## config.mk

```make
export PLATFORM = sky130hd
export DESIGN_NAME = exec_mem_stage_flat
export DESIGN_NICKNAME = d
export VERILOG_FILES = /design/src/rtl/exec_mem_stage_pkg.sv /design/src/rtl/exec_mem_stage_if.sv /design/src/rtl/alu32.sv /design/src/rtl/exec_mem_stage.sv /design/src/flat_wrapper.sv
export SDC_FILE = /design/constraint.sdc
export NUM_CORES = 2
export LEC_CHECK = 0
export CORE_MARGIN = 4
export CORE_UTILIZATION = 30
export DETAILED_ROUTE_END_ITERATION = 10
export PLACE_DENSITY = 0.54
export SLEW_MARGIN = 5
export SYNTH_ARGS = -nofsm -noshare
export SYNTH_HDL_FRONTEND = slang
export SYNTH_SLANG_ARGS = --single-unit
```

## constraint.sdc

```tcl
create_clock -name clk -period 7.1 [get_ports clk]
set_clock_uncertainty 0.15 [all_clocks]
set_input_delay 1.42 -clock clk [delete_from_list [all_inputs] [get_ports clk]]
set_output_delay 1.42 -clock clk [all_outputs]
set_load 0.01 [all_outputs]
```

## src/rtl/exec_mem_stage_pkg.sv

```systemverilog
// rtl/exec_mem_stage_pkg.sv - shared ALU op codes and default sizes for the execute/memory stage
package exec_mem_stage_pkg;

  localparam int DATA_W_DEF    = 32;
  localparam int RAM_WORDS_DEF = 32;

  typedef enum logic [3:0] {
    OP_AND = 4'b0000,
    OP_OR  = 4'b0001,
    OP_ADD = 4'b0010,
    OP_XOR = 4'b0011,
    OP_SLL = 4'b0100,
    OP_SRL = 4'b0101,
    OP_SUB = 4'b0110,
    OP_SLT = 4'b0111,
    OP_NOR = 4'b1100
  } aluOp_t;

endpackage

```

## src/rtl/exec_mem_stage_if.sv

```systemverilog
// rtl/exec_mem_stage_if.sv - valid/ready operation bus into and result bus out of the stage
interface exec_mem_stage_if #(
  parameter int DATA_W = exec_mem_stage_pkg::DATA_W_DEF
);

  logic              in_valid;
  logic              in_ready;
  logic              dataIn_wE_BR;
  logic [3:0]        dataIn_OP_alu;
  logic              dataIn_SEL_dmx;
  logic              dataIn_W_ram;
  logic              dataIn_R_ram;
  logic [DATA_W-1:0] dataIn_DR1;
  logic [DATA_W-1:0] dataIn_DR2;

  logic              out_valid;
  logic              out_ready;
  logic              dataOut_wE_BR;
  logic [DATA_W-1:0] dataOut_WB;
  logic              dataOut_zero;
  logic              dataOut_ovf;
  logic [15:0]       dataOut_retired;

  modport master (
    output in_valid, dataIn_wE_BR, dataIn_OP_alu, dataIn_SEL_dmx, dataIn_W_ram,
           dataIn_R_ram, dataIn_DR1, dataIn_DR2, out_ready,
    input  in_ready, out_valid, dataOut_wE_BR, dataOut_WB, dataOut_zero,
           dataOut_ovf, dataOut_retired
  );

  modport slave (
    input  in_valid, dataIn_wE_BR, dataIn_OP_alu, dataIn_SEL_dmx, dataIn_W_ram,
           dataIn_R_ram, dataIn_DR1, dataIn_DR2, out_ready,
    output in_ready, out_valid, dataOut_wE_BR, dataOut_WB, dataOut_zero,
           dataOut_ovf, dataOut_retired
  );

endinterface

```

## src/rtl/alu32.sv

```systemverilog
// rtl/alu32.sv - combinational ALU with zero flag and signed overflow for ADD/SUB
module alu32
  import exec_mem_stage_pkg::*;
#(
  parameter int DATA_W = DATA_W_DEF
) (
  input  logic [DATA_W-1:0] A,
  input  logic [DATA_W-1:0] B,
  input  logic [3:0]        op,
  output logic [DATA_W-1:0] result,
  output logic              zero,
  output logic              ovf
);

  localparam int MSB = DATA_W - 1;

  logic [DATA_W-1:0] sum;
  logic [DATA_W-1:0] diff;

  assign sum  = A + B;
  assign diff = A - B;

  always_comb begin
    result = '0;
    ovf    = 1'b0;
    case (op)
      OP_AND: result = A & B;
      OP_OR:  result = A | B;
      OP_ADD: begin
        result = sum;
        ovf    = (A[MSB] == B[MSB]) && (sum[MSB] != A[MSB]);
      end
      OP_XOR: result = A ^ B;
      OP_SLL: result = A << B[4:0];
      OP_SRL: result = A >> B[4:0];
      OP_SUB: begin
        result = diff;
        ovf    = (A[MSB] != B[MSB]) && (diff[MSB] != A[MSB]);
      end
      OP_SLT: result = {{(DATA_W-1){1'b0}}, ($signed(A) < $signed(B))};
      OP_NOR: result = ~(A | B);
      default: result = '0;
    endcase
  end

  assign zero = (result == '0);

endmodule

```

## src/rtl/exec_mem_stage.sv

```systemverilog
// rtl/exec_mem_stage.sv - single-entry execute/memory pipeline stage with ALU, data RAM and retire counter
module exec_mem_stage
  import exec_mem_stage_pkg::*;
#(
  parameter int DATA_W    = DATA_W_DEF,
  parameter int RAM_WORDS = RAM_WORDS_DEF
) (
  input logic             clk,
  input logic             rst_n,
  exec_mem_stage_if.slave bus
);

  localparam int AW = $clog2(RAM_WORDS);

  logic [DATA_W-1:0] ram [RAM_WORDS];

  logic              accept;
  logic              retire;
  logic [DATA_W-1:0] aluRes;
  logic              aluZero;
  logic              aluOvf;
  logic [AW-1:0]     ramAddr;
  logic [DATA_W-1:0] ramRd;

  logic              outValid;
  logic              wEReg;
  logic [DATA_W-1:0] wbReg;
  logic              zeroReg;
  logic              ovfReg;
  logic [15:0]       retiredReg;
  logic              unusedOk;

  alu32 #(.DATA_W(DATA_W)) u_alu (
    .A      (bus.dataIn_DR1),
    .B      (bus.dataIn_DR2),
    .op     (bus.dataIn_OP_alu),
    .result (aluRes),
    .zero   (aluZero),
    .ovf    (aluOvf)
  );

  assign bus.in_ready = !outValid || bus.out_ready;
  assign accept       = bus.in_valid && bus.in_ready;
  assign retire       = outValid && bus.out_ready;

  // Byte address from the ALU, word-indexed; upper bits wrap.
  assign ramAddr = aluRes[AW+1:2];
  assign ramRd   = ram[ramAddr];

  // The load path samples ramRd before this edge's write lands, giving read-old.
  always_ff @(posedge clk) begin
    if (rst_n && accept && bus.dataIn_W_ram) begin
      ram[ramAddr] <= bus.dataIn_DR2;
    end
  end

  always_ff @(posedge clk or negedge rst_n) begin
    if (!rst_n) begin
      outValid   <= 1'b0;
      wEReg      <= 1'b0;
      wbReg      <= '0;
      zeroReg    <= 1'b0;
      ovfReg     <= 1'b0;
      retiredReg <= 16'd0;
    end else begin
      if (retire) begin
        retiredReg <= retiredReg + 16'd1;
      end
      if (accept) begin
        outValid <= 1'b1;
        wEReg    <= bus.dataIn_wE_BR;
        wbReg    <= bus.dataIn_SEL_dmx ? ramRd : aluRes;
        zeroReg  <= aluZero;
        ovfReg   <= aluOvf;
      end else if (retire) begin
        outValid <= 1'b0;
      end
    end
  end

  assign bus.out_valid       = outValid;
  assign bus.dataOut_wE_BR   = wEReg;
  assign bus.dataOut_WB      = wbReg;
  assign bus.dataOut_zero    = zeroReg;
  assign bus.dataOut_ovf     = ovfReg;
  assign bus.dataOut_retired = retiredReg;

  // RAM data is returned whenever SEL_dmx is set, so R_ram carries no function here.
  assign unusedOk = &{1'b0, bus.dataIn_R_ram};

endmodule

```

## src/flat_wrapper.sv

```systemverilog
// flat-port wrapper written by rule: the top's interface ports become plain ports
module exec_mem_stage_flat import exec_mem_stage_pkg::*;
#(
  parameter int DATA_W    = DATA_W_DEF,
  parameter int RAM_WORDS = RAM_WORDS_DEF
)
  (clk, rst_n, bus_in_valid, bus_dataIn_wE_BR, bus_dataIn_OP_alu, bus_dataIn_SEL_dmx, bus_dataIn_W_ram, bus_dataIn_R_ram, bus_dataIn_DR1, bus_dataIn_DR2, bus_out_ready, bus_in_ready, bus_out_valid, bus_dataOut_wE_BR, bus_dataOut_WB, bus_dataOut_zero, bus_dataOut_ovf, bus_dataOut_retired);
  exec_mem_stage_if #(.DATA_W(DATA_W)) bus_i ();
  input logic clk;
  input logic rst_n;
  input wire logic [$bits(bus_i.in_valid)-1:0] bus_in_valid;
  input wire logic [$bits(bus_i.dataIn_wE_BR)-1:0] bus_dataIn_wE_BR;
  input wire logic [$bits(bus_i.dataIn_OP_alu)-1:0] bus_dataIn_OP_alu;
  input wire logic [$bits(bus_i.dataIn_SEL_dmx)-1:0] bus_dataIn_SEL_dmx;
  input wire logic [$bits(bus_i.dataIn_W_ram)-1:0] bus_dataIn_W_ram;
  input wire logic [$bits(bus_i.dataIn_R_ram)-1:0] bus_dataIn_R_ram;
  input wire logic [$bits(bus_i.dataIn_DR1)-1:0] bus_dataIn_DR1;
  input wire logic [$bits(bus_i.dataIn_DR2)-1:0] bus_dataIn_DR2;
  input wire logic [$bits(bus_i.out_ready)-1:0] bus_out_ready;
  output wire logic [$bits(bus_i.in_ready)-1:0] bus_in_ready;
  output wire logic [$bits(bus_i.out_valid)-1:0] bus_out_valid;
  output wire logic [$bits(bus_i.dataOut_wE_BR)-1:0] bus_dataOut_wE_BR;
  output wire logic [$bits(bus_i.dataOut_WB)-1:0] bus_dataOut_WB;
  output wire logic [$bits(bus_i.dataOut_zero)-1:0] bus_dataOut_zero;
  output wire logic [$bits(bus_i.dataOut_ovf)-1:0] bus_dataOut_ovf;
  output wire logic [$bits(bus_i.dataOut_retired)-1:0] bus_dataOut_retired;
  assign bus_i.in_valid = bus_in_valid;
  assign bus_i.dataIn_wE_BR = bus_dataIn_wE_BR;
  assign bus_i.dataIn_OP_alu = bus_dataIn_OP_alu;
  assign bus_i.dataIn_SEL_dmx = bus_dataIn_SEL_dmx;
  assign bus_i.dataIn_W_ram = bus_dataIn_W_ram;
  assign bus_i.dataIn_R_ram = bus_dataIn_R_ram;
  assign bus_i.dataIn_DR1 = bus_dataIn_DR1;
  assign bus_i.dataIn_DR2 = bus_dataIn_DR2;
  assign bus_i.out_ready = bus_out_ready;
  assign bus_in_ready = bus_i.in_ready;
  assign bus_out_valid = bus_i.out_valid;
  assign bus_dataOut_wE_BR = bus_i.dataOut_wE_BR;
  assign bus_dataOut_WB = bus_i.dataOut_WB;
  assign bus_dataOut_zero = bus_i.dataOut_zero;
  assign bus_dataOut_ovf = bus_i.dataOut_ovf;
  assign bus_dataOut_retired = bus_i.dataOut_retired;
  exec_mem_stage #(.DATA_W(DATA_W), .RAM_WORDS(RAM_WORDS)) u_core (.clk(clk), .rst_n(rst_n), .bus(bus_i));
endmodule
```

==> metrics <==
H-tree depth 3; asr flop ratio synth 0.0483; post-placement cell area 60100 um2; post-synth top area share 0.582; setup TNS 0 ns; yosys warns 0; IO buf count 127; r2r endpoint u_core.bus.dataOut_zero; vias in the first global route 39097; Chip Height 428 um; Yosys cell types 100; largest net degree at the start of global routing 80; Placer Congestion 0.980; ranking of synthesized cells by area edfxtp_1 58%, nand2_1 7.7%, nand3_1 4.4%; via-per-instance ratio 5.71; post-synthesis sequential area ratio 0.606; Synth Cell Area 52900 um2; first-pass GRT wire length 310 mm; critical path arrival 6.62 ns; DIE WIDTH 428 um; core area 175000 um2; RSZ-0062 raised after global routing false; WHS Endpoint u_core.bus.dataOut_retired[15]; Vias 42210; clock-pin slew on the worst setup and hold paths 0.06 ns; Synth Net Count 4858; die area 183000 um2; DRT antenna net count 0; ys flop type edfxtp_1; Initial Util 0.303; Hold Buf Count CTS 0; cell count after synthesis 4671; status completed; Worst R2R Path Depth 14; EDFF count, synth 1024; clk sinks 1076; post-route cell area 63600 um2; Layout area overhead 20.3%; FMAX 0.163 GHz; fin crit share 0.866; Fin. Hold Viols 0; GRT Overall Usage 0.234; post-synthesis register bit count 1076; final-report max-slew violation count 0; final cell count without fillers 7390; worst hold start u_core.bus.dataOut_retired[15]; worst-path fanout max 14; # resized after CTS 0; layout cells sized above 1 0.143; # DRC 0; CP endpoint kind register; Iteration-0 DRC Markers 5785; Slew @ Worst Pin 1.08 ns; RR Startpoint u_core.bus.out_valid; synthesized area per cell 11.3 um2; Fill cells 17174; final hold slack 0.323 ns; commonest non-fill, non-tap cells in the layout 1076 x nand2_1, 1024 x edfxtp_1, 460 x nand3_1, 335 x buf_4, 132 x nor2_1; WS Path Type in -> reg; most common cell after layout, fill and taps aside nand2_1; Max-slew headroom 0.268; Pwr Total 15.9 mW; count of final setup violators 0; global route overflow 0; wire length per cell 30.3 um; Hold/Removal Path Class reg -> reg; boundary pin count 129; Power Dens Cells 249 nW/um2; CTS Buf Count 108; row count 153; HPWL after DPL 151 mm; WP data required 7.57 ns; Setup Buffers After CTS 0; static leakage 22.6 nW; flop-to-flop setup slack 3.06 ns; CTS tree done; post-route minimum period 6.15 ns; Peak supply drop 0.184 mV; Final nets 5158; clk buf depth 3; TritonRoute pass-1 iters 8; Inst Count DP 7186; Post-Route WL 224 mm; worst skew pair latency 0.75 ns; max_cap viols 0; antenna violations before repair 8; CTS root buf clkbuf_16; startpoint types input port; hold path depth 1; area leader, netlist edfxtp_1
registers in the layout, summed over array words and instances, names as in the netlist:
name	cells
u_core.bus.dataOut_WB	32
u_core.bus.dataOut_ovf	1
u_core.bus.dataOut_retired	16
u_core.bus.dataOut_wE_BR	1
u_core.bus.dataOut_zero	1
u_core.bus.out_valid	1
u_core.ram	1024
power by group:
part           internal (mW)  switching [mW]
sequential              7.02          0.0900
combinational           1.04            1.95
clock                   3.25            2.51
total                   11.3            4.55
worst max path at each step:
| stage | start | end | cells after the start |
|---|---|---|---|
| floorplan | bus_dataIn_DR2[1] | u_core.ram[24][0] | 17 |
| global route | bus_dataIn_DR1[8] | u_core.bus.dataOut_zero | 16 |
| finish | bus_dataIn_DR1[20] | u_core.bus.dataOut_WB[9] | 15 |
| global placement | bus_dataIn_DR1[20] | u_core.bus.dataOut_WB[9] | 15 |
| CTS | bus_dataIn_DR1[20] | u_core.bus.dataOut_WB[9] | 15 |
| detailed placement | bus_dataIn_DR1[20] | u_core.bus.dataOut_WB[9] | 15 |
cell families (layout without fill, tap and decap cells):
family	count (synthesis)	in the layout	share of synthesized area
mux	146	146	0.0426
compound gates	845	845	0.114
other cells	0	3	0
simple gates	2008	2008	0.169
flops	1076	1076	0.606
buf+inv	458	849	0.0377
xor+xnor	27	27	0.00447
fa+ha+maj	111	111	0.0266
synth_stat cells (all sizes together), types with 39 or more instances:
| cell type | count |
|---|---|
| nand2 | 1079 |
| edfxtp | 1024 |
| nand3 | 460 |
| buf | 185 |
| clkbuf | 175 |
| nor2 | 166 |
| a21oi | 125 |
| a211oi | 118 |
| ha | 109 |
| a31oi | 107 |
| o21ai | 98 |
| and3 | 97 |
| inv | 94 |
| a311oi | 69 |
| mux2i | 62 |
| mux4 | 54 |
| dfrtp | 52 |
| o22ai | 46 |
| a22oi | 40 |
| nand4 | 39 |
routing by layer:
| metal | wire length (um) | track usage |
|---|---|---|
| met5 | 0 | 0 |
| met2 | 99000 | 0.356 |
| met4 | 7890 | 0.0781 |
| met1 | 97100 | 0.338 |
| met3 | 19800 | 0.0403 |
area by class of cell:
type	count	area, um2	share of cell area
well taps	2325	2910	0.0457
clock buffers	145	2940	0.0463
clock inverters	56	609	0.00958
inverters	98	368	0.00578
multi-input cells	3137	19200	0.301
flip-flops and latches	1076	32100	0.504
repair buffers	550	5580	0.0877
diodes	3	7.51	0.000118
metrics by stage:
step | setup WS [ns] | util
global route | 0.853 | 0.364
floorplan | -0.108 | -
finish | 0.954 | 0.364
CTS | 1.17 | 0.364
detailed placement | 0.399 | 0.344
global placement | 0.407 | 0.344
critical path, cell delays in order:
cell and delay [ns]:
clkdlybuf4s50_1 0.88, mux4_1 0.76, nand2_1 0.09, a21oi_1 0.10
a31oi_1 0.66, o2111ai_4 0.60, nand2_1 0.35, buf_4 0.26
nor2_1 0.08, buf_4 0.23, a22oi_1 0.18, o21ai_0 0.09
o21ai_0 0.55, buf_4 0.26, nand2_1 0.05
Power figures use the tool's default switching activity.
